**src/rtl/fault_pkg.sv**
```systemverilog
// ----------------------------------------------------------------------------
// fault_pkg
// Shared definitions for the phase-C peak front end and the fault classifier.
//   DATA_W / MAG_W : sample width and magnitude width (sign bit dropped)
//   NORMAL/FAULT1  : fault codes used by the classifier and downstream users
//   sat_abs()      : saturating absolute value with saturation indication
// ----------------------------------------------------------------------------
package fault_pkg;

   localparam int DATA_W = 16;
   localparam int MAG_W  = DATA_W - 1;

   localparam logic [2:0] NORMAL = 3'b000;
   localparam logic [2:0] FAULT1 = 3'b001;

   typedef struct packed {
      logic             sat;
      logic [MAG_W-1:0] mag;
   } sat_abs_t;

   // The most negative code has no positive twin, so it clamps to the
   // largest magnitude and raises sat. Negation only needs the low MAG_W
   // bits because the result is known to be non-negative.
   function automatic sat_abs_t sat_abs(input logic [DATA_W-1:0] x);
      sat_abs_t         r;
      logic [MAG_W-1:0] neg;
      neg = (~x[MAG_W-1:0]) + {{(MAG_W-1){1'b0}}, 1'b1};
      if (x[DATA_W-1] == 1'b0) begin
         r.mag = x[MAG_W-1:0];
         r.sat = 1'b0;
      end else if (x[MAG_W-1:0] == {MAG_W{1'b0}}) begin
         r.mag = {MAG_W{1'b1}};
         r.sat = 1'b1;
      end else begin
         r.mag = neg;
         r.sat = 1'b0;
      end
      return r;
   endfunction

endpackage

```
**src/rtl/abs_max_tracker.sv**
```systemverilog
// ----------------------------------------------------------------------------
// abs_max_tracker
// Running saturating-|x| maximum and sticky saturation bit for one channel.
//   clk, rst_n   : clock, asynchronous active-low reset
//   sample       : signed sample of this channel
//   accept       : sample is taken this cycle (already gated by clear)
//   window_end   : this accepted sample is the last one of the window
//   clear        : drop the partial window
//   next_max     : max(running max, |sample|), combinational
//   next_sat     : sticky sat OR saturation of sample, combinational
// ----------------------------------------------------------------------------
module abs_max_tracker
   import fault_pkg::*;
(
   input  logic              clk,
   input  logic              rst_n,
   input  logic [DATA_W-1:0] sample,
   input  logic              accept,
   input  logic              window_end,
   input  logic              clear,
   output logic [MAG_W-1:0]  next_max,
   output logic              next_sat
);

   sat_abs_t         abs_s;
   logic [MAG_W-1:0] running_max_q, running_max_d;
   logic             sat_q, sat_d;

   // Candidate maximum including the current sample; ties keep the old value.
   always_comb begin
      abs_s = sat_abs(sample);
      if (abs_s.mag > running_max_q) begin
         next_max = abs_s.mag;
      end else begin
         next_max = running_max_q;
      end
      next_sat = sat_q | abs_s.sat;
   end

   // Next-state of the running maximum: cleared on discard or window end.
   always_comb begin
      running_max_d = running_max_q;
      sat_d         = sat_q;
      if (clear) begin
         running_max_d = {MAG_W{1'b0}};
         sat_d         = 1'b0;
      end else if (accept && window_end) begin
         running_max_d = {MAG_W{1'b0}};
         sat_d         = 1'b0;
      end else if (accept) begin
         running_max_d = next_max;
         sat_d         = next_sat;
      end else begin
         running_max_d = running_max_q;
         sat_d         = sat_q;
      end
   end

   // Running maximum and sticky saturation registers.
   always_ff @(posedge clk or negedge rst_n) begin
      if (!rst_n) begin
         running_max_q <= {MAG_W{1'b0}};
         sat_q         <= 1'b0;
      end else begin
         running_max_q <= running_max_d;
         sat_q         <= sat_d;
      end
   end

endmodule

```
**src/rtl/phase_peak_detector.sv**
```systemverilog
// ----------------------------------------------------------------------------
// phase_peak_detector
// Per-window phase-C voltage/current peak magnitudes for fault classification.
//   clk, rst_n   : clock, asynchronous active-low reset
//   clear        : synchronous discard of the partial window (wins over samples)
//   sample_valid : Vc_sample / Ic_sample valid this cycle
//   Vc_sample    : signed phase-C voltage sample
//   Ic_sample    : signed phase-C current sample
//   Vc_peak      : max |Vc| of the last completed window (never negative)
//   Ic_peak      : max |Ic| of the last completed window (never negative)
//   peak_valid   : one-cycle pulse when new peaks are presented
//   sat_flag     : a full-scale negative sample occurred in that window
//   sample_cnt   : accepted samples in the current partial window
// DATA_W must match fault_pkg::DATA_W, since the trackers use the package width.
// ----------------------------------------------------------------------------
module phase_peak_detector #(
   parameter int DATA_W     = 16,
   parameter int WINDOW_LEN = 256,
   parameter int CNT_W      = $clog2(WINDOW_LEN)
) (
   input  logic                     clk,
   input  logic                     rst_n,
   input  logic                     clear,
   input  logic                     sample_valid,
   input  logic signed [DATA_W-1:0] Vc_sample,
   input  logic signed [DATA_W-1:0] Ic_sample,
   output logic signed [DATA_W-1:0] Vc_peak,
   output logic signed [DATA_W-1:0] Ic_peak,
   output logic                     peak_valid,
   output logic                     sat_flag,
   output logic [CNT_W-1:0]         sample_cnt
);

   import fault_pkg::*;

   localparam logic [CNT_W-1:0] LAST_IDX = CNT_W'(WINDOW_LEN - 1);

   logic             accept_s;
   logic             window_end_s;
   logic [MAG_W-1:0] vc_next_max_s, ic_next_max_s;
   logic             vc_next_sat_s, ic_next_sat_s;

   logic [CNT_W-1:0]  cnt_q, cnt_d;
   logic [DATA_W-1:0] vc_peak_q, vc_peak_d;
   logic [DATA_W-1:0] ic_peak_q, ic_peak_d;
   logic              sat_q, sat_d;
   logic              pv_q, pv_d;

   // A sample only counts when clear is low; the last index closes the window.
   always_comb begin
      accept_s     = sample_valid & ~clear;
      window_end_s = accept_s & (cnt_q == LAST_IDX);
   end

   abs_max_tracker u_vc_tracker (
      .clk        (clk),
      .rst_n      (rst_n),
      .sample     (Vc_sample),
      .accept     (accept_s),
      .window_end (window_end_s),
      .clear      (clear),
      .next_max   (vc_next_max_s),
      .next_sat   (vc_next_sat_s)
   );

   abs_max_tracker u_ic_tracker (
      .clk        (clk),
      .rst_n      (rst_n),
      .sample     (Ic_sample),
      .accept     (accept_s),
      .window_end (window_end_s),
      .clear      (clear),
      .next_max   (ic_next_max_s),
      .next_sat   (ic_next_sat_s)
   );

   // Counter and output next-state; peaks include the window's final sample.
   always_comb begin
      cnt_d     = cnt_q;
      vc_peak_d = vc_peak_q;
      ic_peak_d = ic_peak_q;
      sat_d     = sat_q;
      pv_d      = 1'b0;
      if (window_end_s) begin
         cnt_d     = {CNT_W{1'b0}};
         vc_peak_d = {1'b0, vc_next_max_s};
         ic_peak_d = {1'b0, ic_next_max_s};
         sat_d     = vc_next_sat_s | ic_next_sat_s;
         pv_d      = 1'b1;
      end else if (accept_s) begin
         cnt_d = cnt_q + CNT_W'(1);
      end else if (clear) begin
         cnt_d = {CNT_W{1'b0}};
      end else begin
         cnt_d = cnt_q;
      end
   end

   // Counter, held peak outputs and the peak_valid strobe.
   always_ff @(posedge clk or negedge rst_n) begin
      if (!rst_n) begin
         cnt_q     <= {CNT_W{1'b0}};
         vc_peak_q <= {DATA_W{1'b0}};
         ic_peak_q <= {DATA_W{1'b0}};
         sat_q     <= 1'b0;
         pv_q      <= 1'b0;
      end else begin
         cnt_q     <= cnt_d;
         vc_peak_q <= vc_peak_d;
         ic_peak_q <= ic_peak_d;
         sat_q     <= sat_d;
         pv_q      <= pv_d;
      end
   end

   assign Vc_peak    = vc_peak_q;
   assign Ic_peak    = ic_peak_q;
   assign sat_flag   = sat_q;
   assign peak_valid = pv_q;
   assign sample_cnt = cnt_q;

endmodule
```
**config.mk**
```make
export PLATFORM = sky130hd
export DESIGN_NAME = phase_peak_detector
export DESIGN_NICKNAME = d
export VERILOG_FILES = /design/src/rtl/fault_pkg.sv /design/src/rtl/abs_max_tracker.sv /design/src/rtl/phase_peak_detector.sv
export SDC_FILE = /design/constraint.sdc
export NUM_CORES = 1
export LEC_CHECK = 0
export ABC_AREA = 1
export BUFFER_PORTS_ARGS = -buffer_cell sky130_fd_sc_hd__buf_2
export CAP_MARGIN = 20
export CORE_ASPECT_RATIO = 1.4
export CORE_MARGIN = 4
export CORE_UTILIZATION = 65
export CTS_BUF_LIST = sky130_fd_sc_hd__clkbuf_4 sky130_fd_sc_hd__clkbuf_8
export DETAILED_ROUTE_END_ITERATION = 10
export PLACE_DENSITY_LB_ADDON = 0.05
export SYNTH_ARGS = -nofsm -noshare
export SYNTH_HDL_FRONTEND = slang
export SYNTH_SLANG_ARGS = --single-unit
```
**constraint.sdc**
```tcl
create_clock -name clk -period 4.15 [get_ports clk]
set_input_delay 0.83 -clock clk [delete_from_list [all_inputs] [get_ports clk]]
set_output_delay 0.83 -clock clk [all_outputs]
set_load 0.005 [all_outputs]
```
### Word-level counts from Yosys, hierarchy flattened

Cells that the tools add are included.

* word-level logic and storage cells: 50
* output and inout port bits: 42
* register bits: 72
* input port bits: 36

* $add $sub $neg: 3
* reduce and logical (&&, ||, !) cells: 5
* muxes and demuxes: 22
* magnitude comparators: 2
* bitwise gates (word level): 8
* equal/unequal tests: 1

Operators by type and width (count)
* 15-bit 2-to-1 mux: 8
* 16-bit 2-to-1 mux: 4
* 15-bit by 1-bit adder with 15-bit output, second input constant: 2
* 15-bit greater-than comparator: 2
* 15-bit logical NOT: 2
* 15-bit inverter: 2
* 8-bit 2-to-1 mux: 3
* 8-bit by 1-bit adder with 8-bit output, second input constant: 1
* 8-bit equality test, second input constant: 1
* 1-bit 2-to-1 mux: 7
* 3-bit nonzero test: 2
* 1-bit bitwise OR: 3
* 1-bit bitwise AND: 2
* 1-bit logical AND: 1
* 1-bit inverter: 1

### Longest topological paths before layout

Gate-level depths: netlist of run 1.

* depth in word-level cells: 9
* mapped depth: 22
* depth with buffers taken out: 22

### By module

Synthesis of run 1 repeated with hierarchy kept, for this count alone.

* cell total of the unflattened synthesis: 848
* area, all modules: 5706.7 um^2

Modules (own cells, without submodules)
* abs_max_tracker at u_ic_tracker: sequential area each 400.4 um^2, times used 1, area an instance 2037.0 um^2, cells each 322
* abs_max_tracker at u_vc_tracker: sequential area each 400.4 um^2, times used 1, area an instance 1959.4 um^2, cells each 322
* phase_peak_detector: sequential area each 1001.0 um^2, times used 1, area an instance 1710.4 um^2, cells each 204

### Worst setup path after synthesis of run 1

OpenSTA, ideal clock, no wires.

* path type: input -> register
* start: in Ic_sample[0]
* end: reg ic_peak_q[0] (netlist: Ic_peak[0])
* path slack: 1.098 ns
* stages on the path: 18
* path buffers: 1
* data required time: 4.033 ns
* setup time: 0.117 ns
* arrival time: 2.934 ns
* cell sequence: inv_1 -> ha_1 -> nand3_2 -> o21ai_0 -> a21oi_1 -> nor2_1 -> inv_1 -> ha_1 -> nand2_1 -> nor2_1 -> nand2_1 -> nor2_1 -> inv_1 -> nand2_2 -> buf_6 -> nand2_1 -> nand3_1 -> nand2_1

* cells in the longest elaborated chain, start to end: 6
* elaborated cells between the ends (all ways): 7
* those cells by class: add/sub (1); order compare (1); mux (3); bitwise (1); reduce/logical (1)

RTL lines
* start: declaration: line phase_peak_detector.sv:26 `input logic signed [DATA_W-1:0] Ic_sample,`
* 15-bit inverter: line fault_pkg.sv:27 `neg = (~x[MAG_W-1:0]) + {{(MAG_W-1){1'b0}}, 1'b1};`
* 15-bit by 1-bit adder with 15-bit output: line fault_pkg.sv:27
* 16-bit 2-to-1 mux: line fault_pkg.sv:31 `end else if (x[MAG_W-1:0] == {MAG_W{1'b0}}) begin`
* 16-bit 2-to-1 mux *: line fault_pkg.sv:28 `if (x[DATA_W-1] == 1'b0) begin`
* 15-bit greater-than comparator: line abs_max_tracker.sv:32 `if (abs_s.mag > running_max_q) begin`
* 15-bit 2-to-1 mux *: line abs_max_tracker.sv:32
* end signal: assignment: line phase_peak_detector.sv:104 `ic_peak_q <= {DATA_W{1'b0}};`
* end signal: assignment: line phase_peak_detector.sv:110 `ic_peak_q <= ic_peak_d;`
* end: declaration: line phase_peak_detector.sv:45 `logic [DATA_W-1:0] ic_peak_q, ic_peak_d;`

Mark *: on every way between the ends. The rest lies on a longest branch, timed or not.
A chain may end at the register's enable or synchronous reset.

### Worst setup path after layout of run 1

* start: in Vc_sample[0]
* end: reg u_vc_tracker.running_max_q[0]

* cells in the longest elaborated chain, start to end: 9
* elaborated cells between the ends (all ways): 10
* those cells by class: add/sub (1); order compare (1); mux (6); bitwise (1); reduce/logical (1)

RTL lines
* start: declaration: line phase_peak_detector.sv:25 `input logic signed [DATA_W-1:0] Vc_sample,`
* 15-bit inverter: line fault_pkg.sv:27
* 15-bit by 1-bit adder with 15-bit output: line fault_pkg.sv:27
* 16-bit 2-to-1 mux: line fault_pkg.sv:31
* 16-bit 2-to-1 mux *: line fault_pkg.sv:28
* 15-bit greater-than comparator: line abs_max_tracker.sv:32
* 15-bit 2-to-1 mux *: line abs_max_tracker.sv:32
* 15-bit 2-to-1 mux *: line abs_max_tracker.sv:50 `end else if (accept) begin`
* 15-bit 2-to-1 mux *: line abs_max_tracker.sv:47 `end else if (accept && window_end) begin`
* 15-bit 2-to-1 mux *: line abs_max_tracker.sv:44 `if (clear) begin`
* end signal: assignment: line abs_max_tracker.sv:62 `running_max_q <= {MAG_W{1'b0}};`
* end signal: assignment: line abs_max_tracker.sv:65 `running_max_q <= running_max_d;`
* end: declaration: line abs_max_tracker.sv:26 `logic [MAG_W-1:0] running_max_q, running_max_d;`

Mark *: on every way between the ends. The rest lies on a longest branch, timed or not. The select of a mux whose other input is x is not followed.

==> results of run 1 <==
## sequential cells by signal (all words and copies together), names as in the netlist
name and count:
u_vc_tracker.sat_q 1, sample_cnt 8, Vc_peak 15, u_ic_tracker.running_max_q 15, Ic_peak 15, u_vc_tracker.running_max_q 15, sat_flag 1, peak_valid 1
u_ic_tracker.sat_q 1
## cell usage after synthesis (4+ instances only)
library cell,instances
sky130_fd_sc_hd__dfrtp_1,72
sky130_fd_sc_hd__inv_1,118
sky130_fd_sc_hd__nand2_2,5
sky130_fd_sc_hd__a21oi_1,21
sky130_fd_sc_hd__inv_2,4
sky130_fd_sc_hd__buf_2,4
sky130_fd_sc_hd__nor2_1,61
sky130_fd_sc_hd__nand4_1,5
sky130_fd_sc_hd__nor2_4,4
sky130_fd_sc_hd__nand2_4,14
sky130_fd_sc_hd__nand3_1,85
sky130_fd_sc_hd__o21ai_1,5
sky130_fd_sc_hd__nand3_2,6
sky130_fd_sc_hd__ha_1,33
sky130_fd_sc_hd__o21ai_0,18
sky130_fd_sc_hd__buf_6,10
sky130_fd_sc_hd__nand2_1,275
sky130_fd_sc_hd__xor2_1,8
## worst max path at each step
stage	cells after the start	endpoint	from
floorplan	18	Ic_peak[0]	Ic_sample[0]
finish	18	u_vc_tracker.running_max_q[0]	Vc_sample[0]
global route	18	u_ic_tracker.running_max_q[9]	Ic_sample[0]
detailed placement	18	u_vc_tracker.running_max_q[0]	Vc_sample[0]
CTS	18	u_vc_tracker.running_max_q[0]	Vc_sample[0]
global placement	18	u_vc_tracker.running_max_q[0]	Vc_sample[0]
## power by group
| group | switching (mW) | internal [mW] |
|---|---|---|
| Clock | 0.277 | 0.357 |
| Sequential | 0.0311 | 0.756 |
| Combinational | 0.415 | 0.210 |
| Total | 0.723 | 1.32 |
## logic make-up after synthesis
| logic type | synth area share (%) |
|---|---|
| adders and majority gates | 7.70 |
| DFF | 33.6 |
| muxes | 0.187 |
| and+or+nand+nor | 39.1 |
| other | 0.0699 |
| xor gates and xnor gates | 1.31 |
| buffers and inverters | 12.2 |
| AOI/OAI and AO/OA | 5.88 |
## per-layer routing
metal	wire length [um]	global-route usage, %
met5	0	0
met4	284	11.9
met3	564	4.34
met2	6780	50.4
met1	4990	29.8
## metrics by stage
step                hold WS (ns)  area (um^2)
finish                     0.484         5940
global route               0.500         5940
CTS                        0.483         5940
detailed placement         0.461         5710
global placement           0.458         5710
floorplan                  0.449         5370
## cell type report
| class | instances | area share [%] |
|---|---|---|
| Clock inverter | 6 | 1.52 |
| Timing Repair Buffer | 79 | 6.82 |
| Sequential cell | 72 | 30.3 |
| Multi-Input combinational cell | 564 | 49.0 |
| Tap cell | 100 | 2.11 |
| Inverter | 124 | 7.88 |
| Clock buffer | 10 | 2.32 |
## critical path: cells and delay by family
kind / cells / cell delay [ns]
compound gates: 2 / 0.43
simple gates: 10 / 1.45
buf+inv: 4 / 0.35
fa+ha+maj: 2 / 0.49
==> results.py, run 1 <==
metrics = {
    "logic_synthesis": {
        "post_synth_inst_count": 780,
        "post_synth.cell_area_avg_um2": 6.88,
        "yosys_register_bits": 72,
        "ys_types": 40,
        "cells_taking_the_most_area_after_synthesis": "sky130_fd_sc_hd__dfrtp_1 34%, sky130_fd_sc_hd__nand2_1 19%, sky130_fd_sc_hd__inv_1 8.3%",
        "synth_seq_area_share_pct": 33.6,
        "synth-warning-count": 0,
        "mappedNetlistArea_um2": 5360,
        "most_used_dff_post_synth": "sky130_fd_sc_hd__dfrtp_1",
        "synth_edf_count": 0,
        "synth.largest_area_cell": "sky130_fd_sc_hd__dfrtp_1",
        "ys_async_sr_fraction_pct": 100,
        "top_area_cell_type_share_of_the_netlist_area_pct": 33.6,
    },
    "setup_path": {
        "critical_path.max_stage_delay_ns": 0.34,
        "timing.critical_path.fanout_max": 15,
        "worstSetupStartpointType": "primary input",
        "timing.critical_path.required_ns": 4.39,
        "arrival_ns": 3.57,
        "r2r_end": "Ic_peak[8]",
        "timing.setup.critical_path_class": "in -> reg",
        "path_common_cell": "sky130_fd_sc_hd__nor2_1",
        "path_cells": "buf_2 > inv_1 > ha_1 > nand3_2 > o21ai_0 > nor2_1 > nor2_1 > inv_1 > ha_1 > nand2_1 > nor2_1 > nand4_1 > nor2_4 > inv_2 > nand2_4 > nand2_1 > nand3_1 > o21ai_1",
        "reg2reg_from": "sample_cnt[0]",
        "worst-r2r-setup-slack_ns": 1.96,
        "cp_slowest_cell": "sky130_fd_sc_hd__o21ai_0",
        "cell_count_of_the_worst_reg_to_reg_path": 10,
        "critPathCaptureType": "flop",
    },
    "place": {
        "pre_cts_slack_ns": 0.480,
        "portBuffers": 75,
        "hpwlAfterDp_um": 9510,
        "placed_cells": 939,
        "place_congestion": 0.892,
    },
    "routing": {
        "route.vias.total": 5080,
        "firstDrtPassIters": 4,
        "routed_wire_length_per_instance_um": 13.2,
        "viasPerCell": 5.32,
        "drt-total-wl_um": 12600,
        "route.antenna.remaining_nets": 0,
        "drt_first_iter_violations": 311,
        "drc_errors": 0,
    },
    "global_routing": {
        "overflow_after_grt": 0,
        "grt_usage_pct": 26.9,
        "grt_pass1_vias": 5017,
        "grt_pass1_wl_um": 21600,
        "grt_max_degree": 42,
        "initial_antenna_violation_count": 0,
    },
    "run": {
        "drv_cap": 0,
    },
    "power": {
        "power.leakage_nw": 3.56,
        "max_rail_drop_vdd_mv": 0.317,
        "design_power_total_mw": 2.05,
        "power_per_unit_of_standard_cell_area_nw_per_um2": 344,
    },
    "timing": {
        "max-slew-margin-rel_pct": 38.2,
        "tightestPinTransition_ns": 0.927,
        "grt_setup_unrepaired": "no",
        "timing.final.max_slew_violations": 0,
        "post-route-min-period_ns": 3.34,
        "final-setup-viol-count": 0,
        "final_critical_path_setup_slack_ns": 0.815,
        "clock-skew-final_ns": 0.0142,
        "timing.fmax_mhz": 300,
        "report.final.hold_viol_count": 0,
        "final.setup.tns_ns": 0,
        "tcrit_tclk_final_pct": 80.4,
    },
    "clocking": {
        "clock_tree.root_cell": "sky130_fd_sc_hd__clkbuf_8",
        "cts.repair.resized": 0,
        "cts.hold.buffers_added": 0,
        "cts.sink_count": 72,
        "clkTransAtPathRegs_ns": 0.08,
        "tritoncts": "yes",
        "cts_made_buffers": 9,
        "postCtsSetupRepairBufs": 0,
        "worstSkewPairLatency_ns": 0.35,
        "number_of_levels_the_h_tree_was_split_into": 3,
        "clockBufferDepth": 2,
    },
    "layout": {
        "mostFrequentLayoutCell": "sky130_fd_sc_hd__nand2_1",
        "ff_latch_area_um2": 1800,
        "design.final.nets": 919,
        "most_frequent_cells_in_the_layout": "275 x sky130_fd_sc_hd__nand2_1, 118 x sky130_fd_sc_hd__inv_1, 85 x sky130_fd_sc_hd__nand3_1",
        "final_core_util_pct": 75.3,
        "drive_gt1_share_pct": 16.1,
        "fillers": 656,
        "area.growth.synth_to_final_pct": 10.8,
        "num_antenna_cells": 0,
        "final_cell_count_no_fill": 955,
        "multi_input_area_um2": 2910,
    },
    "run_status": {
        "status": "finished, final reports clean",
    },
    "die": {
        "initial_utilization_pct": 68.0,
        "design.die.area_um2": 9790,
        "coreArea_um2": 7890,
        "row_count": 38,
        "io_pins": 78,
        "die_height_um": 115,
        "chipWidth_um": 84.8,
    },
    "hold_path": {
        "hold_depth": 2,
        "worstHoldPathType": "reg -> reg",
        "holdCritStartpoint": "Vc_peak[2]",
        "min_delay_worst_endpoint": "Vc_peak[2]",
    },
}
No activity file was read; power rests on OpenSTA's default activity.
==> run 2: changes to the inputs <==
Settings changed: ABC_AREA 1 to 0, CORE_UTILIZATION 65 to 59.
Clock period 4.15 ns to 3.4 ns, I/O delays scaled along.
==> results.py, run 2 <==
metrics = {
    "die": {
        "design.die.area_um2": 9140,
        "chipWidth_um": 82.0,
        "io_pins": 78,
        "row_count": 37,
        "die_height_um": 112,
        "coreArea_um2": 7410,
        "initial_utilization_pct": 61.0,
    },
    "layout": {
        "multi_input_area_um2": 2770,
        "design.final.nets": 771,
        "final_core_util_pct": 89.6,
        "fillers": 342,
        "drive_gt1_share_pct": 40.4,
        "num_antenna_cells": 0,
        "most_frequent_cells_in_the_layout": "125 x sky130_fd_sc_hd__buf_4, 72 x sky130_fd_sc_hd__dfrtp_1, 71 x sky130_fd_sc_hd__buf_2",
        "area.growth.synth_to_final_pct": 46.9,
        "mostFrequentLayoutCell": "sky130_fd_sc_hd__buf_4",
        "ff_latch_area_um2": 1800,
    },
    "routing": {
        "route.vias.total": 5254,
        "drt_first_iter_violations": 518,
        "viasPerCell": 6.54,
        "route.antenna.remaining_nets": 0,
        "firstDrtPassIters": 5,
        "drt-total-wl_um": 17400,
        "routed_wire_length_per_instance_um": 21.6,
        "drc_errors": 0,
    },
    "clocking": {
        "cts.hold.buffers_added": 0,
        "cts.sink_count": 72,
        "number_of_levels_the_h_tree_was_split_into": 3,
        "clkTransAtPathRegs_ns": 0.07,
        "clock_tree.root_cell": "sky130_fd_sc_hd__clkbuf_8",
        "tritoncts": "yes",
        "clockBufferDepth": 2,
        "cts_made_buffers": 9,
        "worstSkewPairLatency_ns": 0.36,
    },
    "power": {
        "max_rail_drop_vdd_mv": 0.293,
        "power_per_unit_of_standard_cell_area_nw_per_um2": 371,
        "power.leakage_nw": 3.29,
    },
    "timing": {
        "report.final.hold_viol_count": 0,
        "timing.final.max_slew_violations": 0,
        "tcrit_tclk_final_pct": 114,
        "grt_setup_unrepaired": "yes",
        "max-slew-margin-rel_pct": 47.7,
        "tightestPinTransition_ns": 0.779,
        "final-setup-viol-count": 60,
        "timing.fmax_mhz": 259,
        "final_critical_path_setup_slack_ns": -0.466,
        "post-route-min-period_ns": 3.87,
        "clock-skew-final_ns": 0.0112,
    },
    "global_routing": {
        "grt_pass1_vias": 5093,
        "grt_usage_pct": 33.5,
        "grt_max_degree": 61,
        "initial_antenna_violation_count": 0,
        "overflow_after_grt": 0,
        "grt_pass1_wl_um": 23700,
    },
    "logic_synthesis": {
        "ys_async_sr_fraction_pct": 100,
        "post_synth_inst_count": 494,
        "synth_edf_count": 0,
        "ys_types": 54,
        "synth.largest_area_cell": "sky130_fd_sc_hd__dfrtp_1",
        "synth_seq_area_share_pct": 39.9,
        "post_synth.cell_area_avg_um2": 9.15,
        "yosys_register_bits": 72,
        "mappedNetlistArea_um2": 4520,
        "cells_taking_the_most_area_after_synthesis": "sky130_fd_sc_hd__dfrtp_1 40%, sky130_fd_sc_hd__ha_1 9.1%, sky130_fd_sc_hd__a22o_1 6.0%",
        "yosysMostFrequentCell": "sky130_fd_sc_hd__dfrtp_1",
        "most_used_dff_post_synth": "sky130_fd_sc_hd__dfrtp_1",
        "synth-warning-count": 0,
        "top_area_cell_type_share_of_the_netlist_area_pct": 39.9,
        "post_synth_most_frequent_cells": "72 x sky130_fd_sc_hd__dfrtp_1, 68 x sky130_fd_sc_hd__nand2_1, 35 x sky130_fd_sc_hd__inv_1, 35 x sky130_fd_sc_hd__o21ai_0, 33 x sky130_fd_sc_hd__ha_1",
    },
    "setup_path": {
        "timing.critical_path.fanout_max": 5,
        "worstSetupStartpointType": "primary input",
        "arrival_ns": 4.08,
        "timing.critical_path.required_ns": 3.61,
        "cell_count_of_the_worst_reg_to_reg_path": 10,
        "timing.setup.critical_path_class": "in -> reg",
        "critPathCaptureType": "flop",
    },
    "run": {
        "drv_cap": 0,
    },
    "place": {
        "pre_cts_slack_ns": -0.776,
        "place_congestion": 0.861,
        "portBuffers": 75,
        "hpwlAfterDp_um": 9050,
    },
    "run_status": {
        "failed_checks": "negative setup slack",
        "status": "complete, but fails checks",
    },
    "hold_path": {
        "worstHoldPathType": "in -> async",
    },
}
-- run 2: cells by family after synthesis --
family	share of synthesized area, %
and+or+nand+nor	16.6
AOI/OAI and AO/OA	20.9
DFF	39.9
buffers and inverters	5.43
adders and majority gates	9.14
xor gates and xnor gates	4.65
muxes	3.32
other	0.0830
-- run 2: routing by layer --
metal / up-vias / track usage, % / wire length [um]
met2: 407 / 56.7 / 8530
met5: - / 0 / 0
met1: 2472 / 36.7 / 5840
met3: 152 / 6.47 / 1530
li1: 2223 / - / -
met4: 0 / 22.8 / 1470
-- run 2: layout make-up --
class / instances / area share (%)
clock buffers: 12 / 2.39
clock inverters: 3 / 0.264
inverters: 36 / 2.30
multi-input cells: 363 / 41.8
flip-flops and latches: 72 / 27.1
well taps: 97 / 1.83
repair buffers: 220 / 24.3
-- run 2: through the flow --
stage	instances	setup TNS [ns]	hold slack [ns]	power, mW	cell area (um^2)
finish	803	-16.21	0.365	2.46	6640
global route	803	-21.68	0.400	2.55	6640
CTS	794	-5.11	0.367	2.28	6390
detailed placement	748	-35.88	0.468	1.55	5810
global placement	748	-30.52	0.458	1.52	5810
floorplan	495	-10.65	0.384	1.29	4710
-- run 2: critical path, cell delays in order --
cell,delay [ns]
sky130_fd_sc_hd__buf_6,0.09
sky130_fd_sc_hd__or4_4,0.53
sky130_fd_sc_hd__or4_4,0.49
sky130_fd_sc_hd__o21ai_2,0.15
sky130_fd_sc_hd__xor2_1,0.25
sky130_fd_sc_hd__nand2_2,0.14
sky130_fd_sc_hd__ha_4,0.30
sky130_fd_sc_hd__and3_4,0.18
sky130_fd_sc_hd__nand4_1,0.16
sky130_fd_sc_hd__buf_4,0.20
sky130_fd_sc_hd__nor3_4,0.17
sky130_fd_sc_hd__a31o_4,0.21
sky130_fd_sc_hd__buf_8,0.16
sky130_fd_sc_hd__mux2i_1,0.25
sky130_fd_sc_hd__a21oi_1,0.12
-- run 2: path summary, 6_finish.rpt --
path                                                from                             to  slack, ns
max                                         Vc_sample[5]                    Vc_peak[14]      -0.47
min                                                rst_n                     Ic_peak[5]       0.36
max reg2reg                u_ic_tracker.running_max_q[2]  u_ic_tracker.running_max_q[0]       0.75
min reg2reg                                  Vc_peak[11]                    Vc_peak[11]       0.49
max in group asynchronous                          rst_n                     Vc_peak[3]       2.22
min in group clk                             Vc_peak[11]                    Vc_peak[11]       0.49
-- run 2: what timing repair did --
| item | in CTS | in global routing |
|---|---|---|
| pin swaps | 16 | 14 |
| setup buffers | 28 | 11 |
| gates cloned | 3 | 1 |
| gates resized for setup | 37 | 39 |
| endpoints found under the setup margin | 54 | 60 |
-- run 2: where the power goes --
group	switching, mW	leakage [nW]	internal (mW)	total [mW]
logic	0.446	2.21	0.437	0.884
registers	0.0349	0.991	0.891	0.926
clock network	0.343	0.0917	0.307	0.650
